===== config.mk =====
export PLATFORM = sky130hd
export DESIGN_NAME = call_return_ctrl
export DESIGN_NICKNAME = d
export VERILOG_FILES = /design/src/rtl/call_return_ctrl.sv
export SDC_FILE = /design/constraint.sdc
export NUM_CORES = 1
export LEC_CHECK = 0
export ABC_AREA = 1
export CAP_MARGIN = 20
export CORE_ASPECT_RATIO = 1.75
export CORE_MARGIN = 4
export CORE_UTILIZATION = 50
export DETAILED_ROUTE_END_ITERATION = 10
export PLACE_DENSITY_LB_ADDON = 0.12
export SLEW_MARGIN = 20
export SYNTH_ARGS = -nofsm -noshare
export SYNTH_HDL_FRONTEND = slang
export SYNTH_SLANG_ARGS = --single-unit
export TNS_END_PERCENT = 50

===== constraint.sdc =====
create_clock -name clk -period 4.7 [get_ports clk]
set_input_delay 0.94 -clock clk [delete_from_list [all_inputs] [get_ports clk]]
set_output_delay 0.94 -clock clk [all_outputs]
set_load 0.05 [all_outputs]

===== src/rtl/call_return_ctrl.sv =====
// rtl/call_return_ctrl.sv - CALL/RET sequencer driving an external return stack.
// Optional sticky overflow/underflow flags enabled by CALLRET_ERR_FLAGS_EN.
module call_return_ctrl #(
  parameter int WIDTH      = 18,
  parameter int DEPTH_LOG2 = 15
) (
  input  logic                  clk,
  input  logic                  rst,
  input  logic                  is_call,
  input  logic                  is_ret,
  input  logic [WIDTH-1:0]      pc_plus1,
  input  logic [WIDTH-1:0]      call_target,
  input  logic [WIDTH-1:0]      stack_top,
  output logic                  push,
  output logic                  pop,
  output logic [WIDTH-1:0]      stack_pc,
  output logic [WIDTH-1:0]      next_pc,
  output logic                  next_pc_valid,
  output logic                  stall,
  output logic [DEPTH_LOG2:0]   depth,
  output logic                  overflow,
  output logic                  underflow
);

  typedef enum logic [1:0] {IDLE, CALL_DONE, RET_WAIT} state_t;

  localparam logic [DEPTH_LOG2:0] CAPACITY = {1'b1, {DEPTH_LOG2{1'b0}}};

  state_t             state, state_n;
  logic [WIDTH-1:0]   target_q, target_n;
  logic               fall_q, fall_n;
  logic               push_n, pop_n, valid_n;
  logic [WIDTH-1:0]   stack_pc_n, next_pc_n;
  logic [DEPTH_LOG2:0] depth_n;
  logic               ovf_q, ovf_n, unf_q, unf_n;

  always_comb begin
    state_n    = state;
    target_n   = target_q;
    fall_n     = fall_q;
    push_n     = 1'b0;
    pop_n      = 1'b0;
    valid_n    = 1'b0;
    stack_pc_n = stack_pc;
    next_pc_n  = next_pc;
    depth_n    = depth;
    ovf_n      = ovf_q;
    unf_n      = unf_q;
    case (state)
      IDLE: begin
        // CALL has priority; a simultaneous RET is simply dropped.
        if (is_call) begin
          state_n  = CALL_DONE;
          target_n = call_target;
          if (depth != CAPACITY) begin
            push_n     = 1'b1;
            stack_pc_n = pc_plus1;
            depth_n    = depth + 1'b1;
          end else begin
`ifdef CALLRET_ERR_FLAGS_EN
            ovf_n = 1'b1;
`endif
          end
        end else if (is_ret) begin
          state_n = RET_WAIT;
          if (depth != '0) begin
            pop_n   = 1'b1;
            depth_n = depth - 1'b1;
            fall_n  = 1'b0;
          end else begin
            // Empty stack: fall through to the instruction after the RET.
            fall_n   = 1'b1;
            target_n = pc_plus1;
`ifdef CALLRET_ERR_FLAGS_EN
            unf_n = 1'b1;
`endif
          end
        end
      end
      CALL_DONE: begin
        next_pc_n = target_q;
        valid_n   = 1'b1;
        state_n   = IDLE;
      end
      RET_WAIT: begin
        next_pc_n = fall_q ? target_q : stack_top;
        valid_n   = 1'b1;
        state_n   = IDLE;
      end
      default: state_n = IDLE;
    endcase
  end

  always_ff @(posedge clk) begin
    if (rst) begin
      state         <= IDLE;
      target_q      <= '0;
      fall_q        <= 1'b0;
      push          <= 1'b0;
      pop           <= 1'b0;
      next_pc_valid <= 1'b0;
      stack_pc      <= '0;
      next_pc       <= '0;
      depth         <= '0;
      ovf_q         <= 1'b0;
      unf_q         <= 1'b0;
    end else begin
      state         <= state_n;
      target_q      <= target_n;
      fall_q        <= fall_n;
      push          <= push_n;
      pop           <= pop_n;
      next_pc_valid <= valid_n;
      stack_pc      <= stack_pc_n;
      next_pc       <= next_pc_n;
      depth         <= depth_n;
      ovf_q         <= ovf_n;
      unf_q         <= unf_n;
    end
  end

  assign stall     = (state != IDLE);
  assign overflow  = ovf_q;
  assign underflow = unf_q;

endmodule


; Word level (Yosys, flattened, before mapping)
; Cells that the tools add are included.
[classes]
n_bitwise = 3
muxes = 15
add_sub_neg = 2
reduce_logical = 15
eq_ne = 5
[op_table]
columns = cell, count
row1 = 18-bit 2-to-1 mux, 4
row2 = 16-bit 2-to-1 mux, 4
row3 = 18-bit case mux with 2 select lines, 1
row4 = "16-bit by 1-bit adder with 16-bit output, second input constant", 1
row5 = "16-bit inequality test, second input constant", 1
row6 = 16-bit nonzero test, 1
row7 = "16-bit by 1-bit subtractor with 16-bit output, second input constant", 1
row8 = 3-bit AND reduction, 3
row9 = 2-bit nonzero test, 4
row10 = 1-bit 2-to-1 mux, 6
row11 = 3-bit OR reduction, 2
row12 = 4-bit AND reduction, 1
row13 = 2-bit OR reduction, 2
row14 = 4-bit OR reduction, 1
row15 = 1-bit inverter, 3
row16 = "2-bit by 1-bit == test with 1-bit output, second input constant", 1
row17 = "2-bit == test, second input constant", 1
row18 = 2-bit logical NOT, 1
row19 = "2-bit by 1-bit inequality test with 1-bit output, second input constant", 1
row20 = "2-bit inequality test, second input constant", 1
[totals]
out_inout_bits = 58
in_bits = 58
reg_bits = 76

; Longest topological paths before layout
[depth]
depth_word = 4
depth_mapped = 16
ltp_nobuf = 13

; Least setup slack after synthesis
; Ideal clock, no wire load.
[synth_path]
path_type = input-to-reg
from = input port is_call
to = register depth[15]
setup_ns = 0.111
slack_ns = 1.782
required_ns = 4.589
path_buffers = 3
t_arrival_ns = 2.806
path_stages = 14
path_cell_list = buf_4 > inv_2 > buf_2 > buf_2 > ha_1 > or2_2 > nand3_1 > nand2_1 > nand2_1 > nand2_1 > nand2_1 > nand2_1 > nor2_1 > nor2_1
[synth_via]
elab_chain_cells = 2
word_cells_on_any_way = 5
classes_between = eq/ne: 1 / mux: 1 / reduce/logical: 3
[synth_rtl]
columns = element, line
row1 = from (decl), 9  ; input logic is_call,
row2 = 2-bit by 1-bit inequality test with 1-bit output (no source line) or 2-bit nonzero test (tied branches), n/a
row3 = 4-bit AND reduction (no source line), n/a
row4 = to (signal assigned), 116  ; depth <= depth_n;
row5 = to (decl), 20  ; output logic [DEPTH_LOG2:0] depth,
; Several ways; a longest one is shown, not always the timed one.
; A chain may end at the register's enable or synchronous reset.

; Worst setup path after layout
; Same ends and word-level chain as after synthesis.

==> impl_metrics.py <==
metrics = {
    "placed_design": {
        "routabilityCongestion": 0.877,
        "hpwl_um": 8720,
        "placed_area_mm2": 0.00528,
        "place_worst_setup_slack_ns": 1.36,
        "io_buffer_count": 113,
        "placed_cells": 816,
    },
    "floorplan": {
        "io-pin-count": 116,
        "core.rowCount": 43,
        "fp.dieH_um": 129,
        "die-area_mm2": 0.00995,
        "start_util": 0.521,
        "core_mm2": 0.00802,
        "die_w_um": 77.1,
    },
    "logic_synthesis": {
        "synth_edf_count": 0,
        "async_reset_ff_frac": 0,
        "syn_inst": 641,
        "synth_common_cells": "nand2_1 (188), dfxtp_1 (76), nor2_1 (73), inv_1 (70), o21ai_0 (46)",
        "synth.top_cell.area_share": 0.364,
        "synth.distinct_cells": 32,
        "synthFlopType": "dfxtp_1",
        "yosysWarnings": 0,
        "synth_largest_area_cell": "dfxtp_1",
        "ys_ff_latch": 76,
        "synth_area_leaders": "dfxtp_1 (36%), nand2_1 (17%), nor2_1 (6.6%)",
        "yosysMostFrequentCell": "nand2_1",
        "synth-simple-area-share": 0.321,
        "synth_mux_area_frac": 0,
        "synth_xor_area_frac": 0.00838,
        "synth-adder-area-share": 0.0527,
        "avgSynthCellArea_um2": 6.52,
        "ys_seq_area_frac": 0.364,
        "synth_top_family_by_area": "simple AND/OR/NAND/NOR gates",
        "netlist_area_mm2": 0.00418,
        "synth_compound_area_frac": 0.145,
    },
    "timing": {
        "worstMarginPinSlew_ns": 0.979,
        "skew_ns": 0.00545,
        "finalCriticalPeriod_ns": 3.01,
        "hold_viol": 0,
        "setup_viol": 0,
        "setup-tns-final_ns": 0,
        "drv_slew": 0,
        "fin_crit_sh": 0.641,
        "maxSlewHeadroom": 0.348,
        "timing.fmax_mhz": 332,
        "rsz0062_at_grt": "no",
        "fin_ws_ns": 1.69,
    },
    "route": {
        "dr_wl_met2_um": 6410,
        "wl_um": 11800,
        "wl_per_cell_um": 14.2,
        "routed.top_layer": "met4",
        "drt_iter0_markers": 246,
        "drt_pass1_iterations": 4,
        "drc": 0,
        "drt-met1-wl_um": 4590,
        "dr_wl_met3_um": 413,
        "postRouteAntennaNets": 0,
        "vias": 4362,
        "routed_via_density": 5.25,
    },
    "finish": {
        "diodes": 0,
        "multi_input_area_mm2": 0.00221,
        "layout-drive-gt1-share": 0.0432,
        "fin_nets": 812,
        "fin_cells": 831,
        "syn2layout_area_growth_pct": 33.2,
        "seq_area_mm2": 0.00152,
        "fillers": 743,
        "design_area_mm2": 0.00557,
    },
    "critical_path": {
        "cp-start-kind": "input port",
        "cp-startpoint": "is_call",
        "end_kind": "register",
        "crit_buf_inv": 2,
        "cp_slowest_cell": "inv_2",
        "cp_cell_sequence": "clkdlybuf4s50_1, inv_2, ha_1, or2_2, nand3_1, nand2_1, nand2_1, nand2_1, nand2_1, nand2_1, nor2_1, nor2_1",
        "critPathTopFamily": "buffers and inverters",
        "cp.required_ns": 4.93,
        "critical_path_class": "input port to register",
        "r2r_start": "state[0]",
        "cp_max_fo": 34,
        "worst_ep_arrival_time_ns": 3.24,
        "critPathMaxStageDelay_ns": 0.52,
        "critPathMostFrequentCell": "nand2_1",
    },
    "global_route": {
        "grt_pass1_vias": 4158,
        "track_usage": 0.238,
        "antenna_found_initial": 0,
        "overflow": 0,
        "grt_pass1_wl_um": 19200,
        "grt_max_degree": 62,
    },
    "clock_tree": {
        "clkTransAtPathRegs_ns": 0.06,
        "cts-root-buf": "clkbuf_16",
        "postCtsResizedCells": 0,
        "post_cts_buffers": 0,
        "cts_buffer_depth": 2,
        "clk_latency_ns": 0.33,
        "htreeDepth": 3,
        "clock_sinks": 76,
        "cts_tree": "done",
        "ctsHoldBuffers": 0,
        "numCtsBuffers": 9,
    },
    "pwr": {
        "power.leakage_nw": 2.55,
        "ir_worst_vdd_mv": 0.287,
        "power_density_mw_per_mm2": 403,
    },
    "min_path": {
        "hp-class": "register to register",
        "hp-start": "stack_pc[10]",
    },
    "flow_run": {
        "maxCapViolations": 0,
    },
    "status": {
        "status": "complete, no violations",
    },
}
-- layout by cell type, fill, tap and decap left out, drive strengths merged, types with 2 or more instances in the layout --
master and count:
nand2 193, clkdlybuf4s50 113, dfxtp 76, nor2 76
inv 74, o21ai 55, nand3 42, a21oi 40
a31oi 18, ha 16, clkbuf 10, nand3b 5
nor3 4, xor2 3, clkinv 3, nand4 2
conb 2, buf 2
-- final cells by class --
class                      instances  area share
clock inverter                     5     0.00944
inverter                          74      0.0508
sequential                        76       0.273
tap                               90      0.0202
timing repair buffer             115       0.206
multi-input combinational        461       0.398
clock buffer                      10      0.0429
-- worst min-delay path: cells and delay by family, from the launching register on --
kind            cells  cell delay, ns
flops               1            0.30
compound gates      1            0.05
buf+inv             1            0.05
-- through the flow --
stage	hold WS (ns)	power, W	util
after detailed placement	0.437	0.00158	0.658
final	0.450	0.00224	0.695
after floorplan	0.448	0.00133	-
after global routing	0.469	0.00236	0.695
after CTS	0.453	0.00226	0.695
after global placement	0.435	0.00156	0.658
-- state kept, by name (all words and copies together), names as in the netlist --
register	count
target_q	18
stack_pc	18
fall_q	1
state	2
next_pc	18
next_pc_valid	1
depth	16
push	1
pop	1
-- worst paths after layout --
kind,depth (start not counted),slack (ns),end
setup / recovery,12,1.69,depth[15]
hold / removal,2,0.45,stack_pc[10]
setup reg to reg,5,2.71,next_pc[4]
hold reg to reg,2,0.45,stack_pc[10]
-- kinds of logic after synthesis --
group / after synthesis
and+or+nand+nor: 324
AOI/OAI and AO/OA: 114
buffers and inverters: 105
DFF: 76
adders and majority gates: 17
xor gates and xnor gates: 4
other: 1
-- metal layers --
layer | vias up | track usage
li1 | 2230 | -
met1 | 1996 | 0.244
met2 | 111 | 0.463
met3 | 25 | 0.0399
met4 | 0 | 0.106
met5 | - | 0
-- where the power goes --
group	switching [W]	leakage, nW	internal (W)	total (W)
clock	0.000258	0.144	0.000419	0.000677
combinational	0.000515	1.78	0.000281	0.000796
sequential	0.0000513	0.628	0.000719	0.000770
Note: power is estimated with default switching activity, not from simulation.
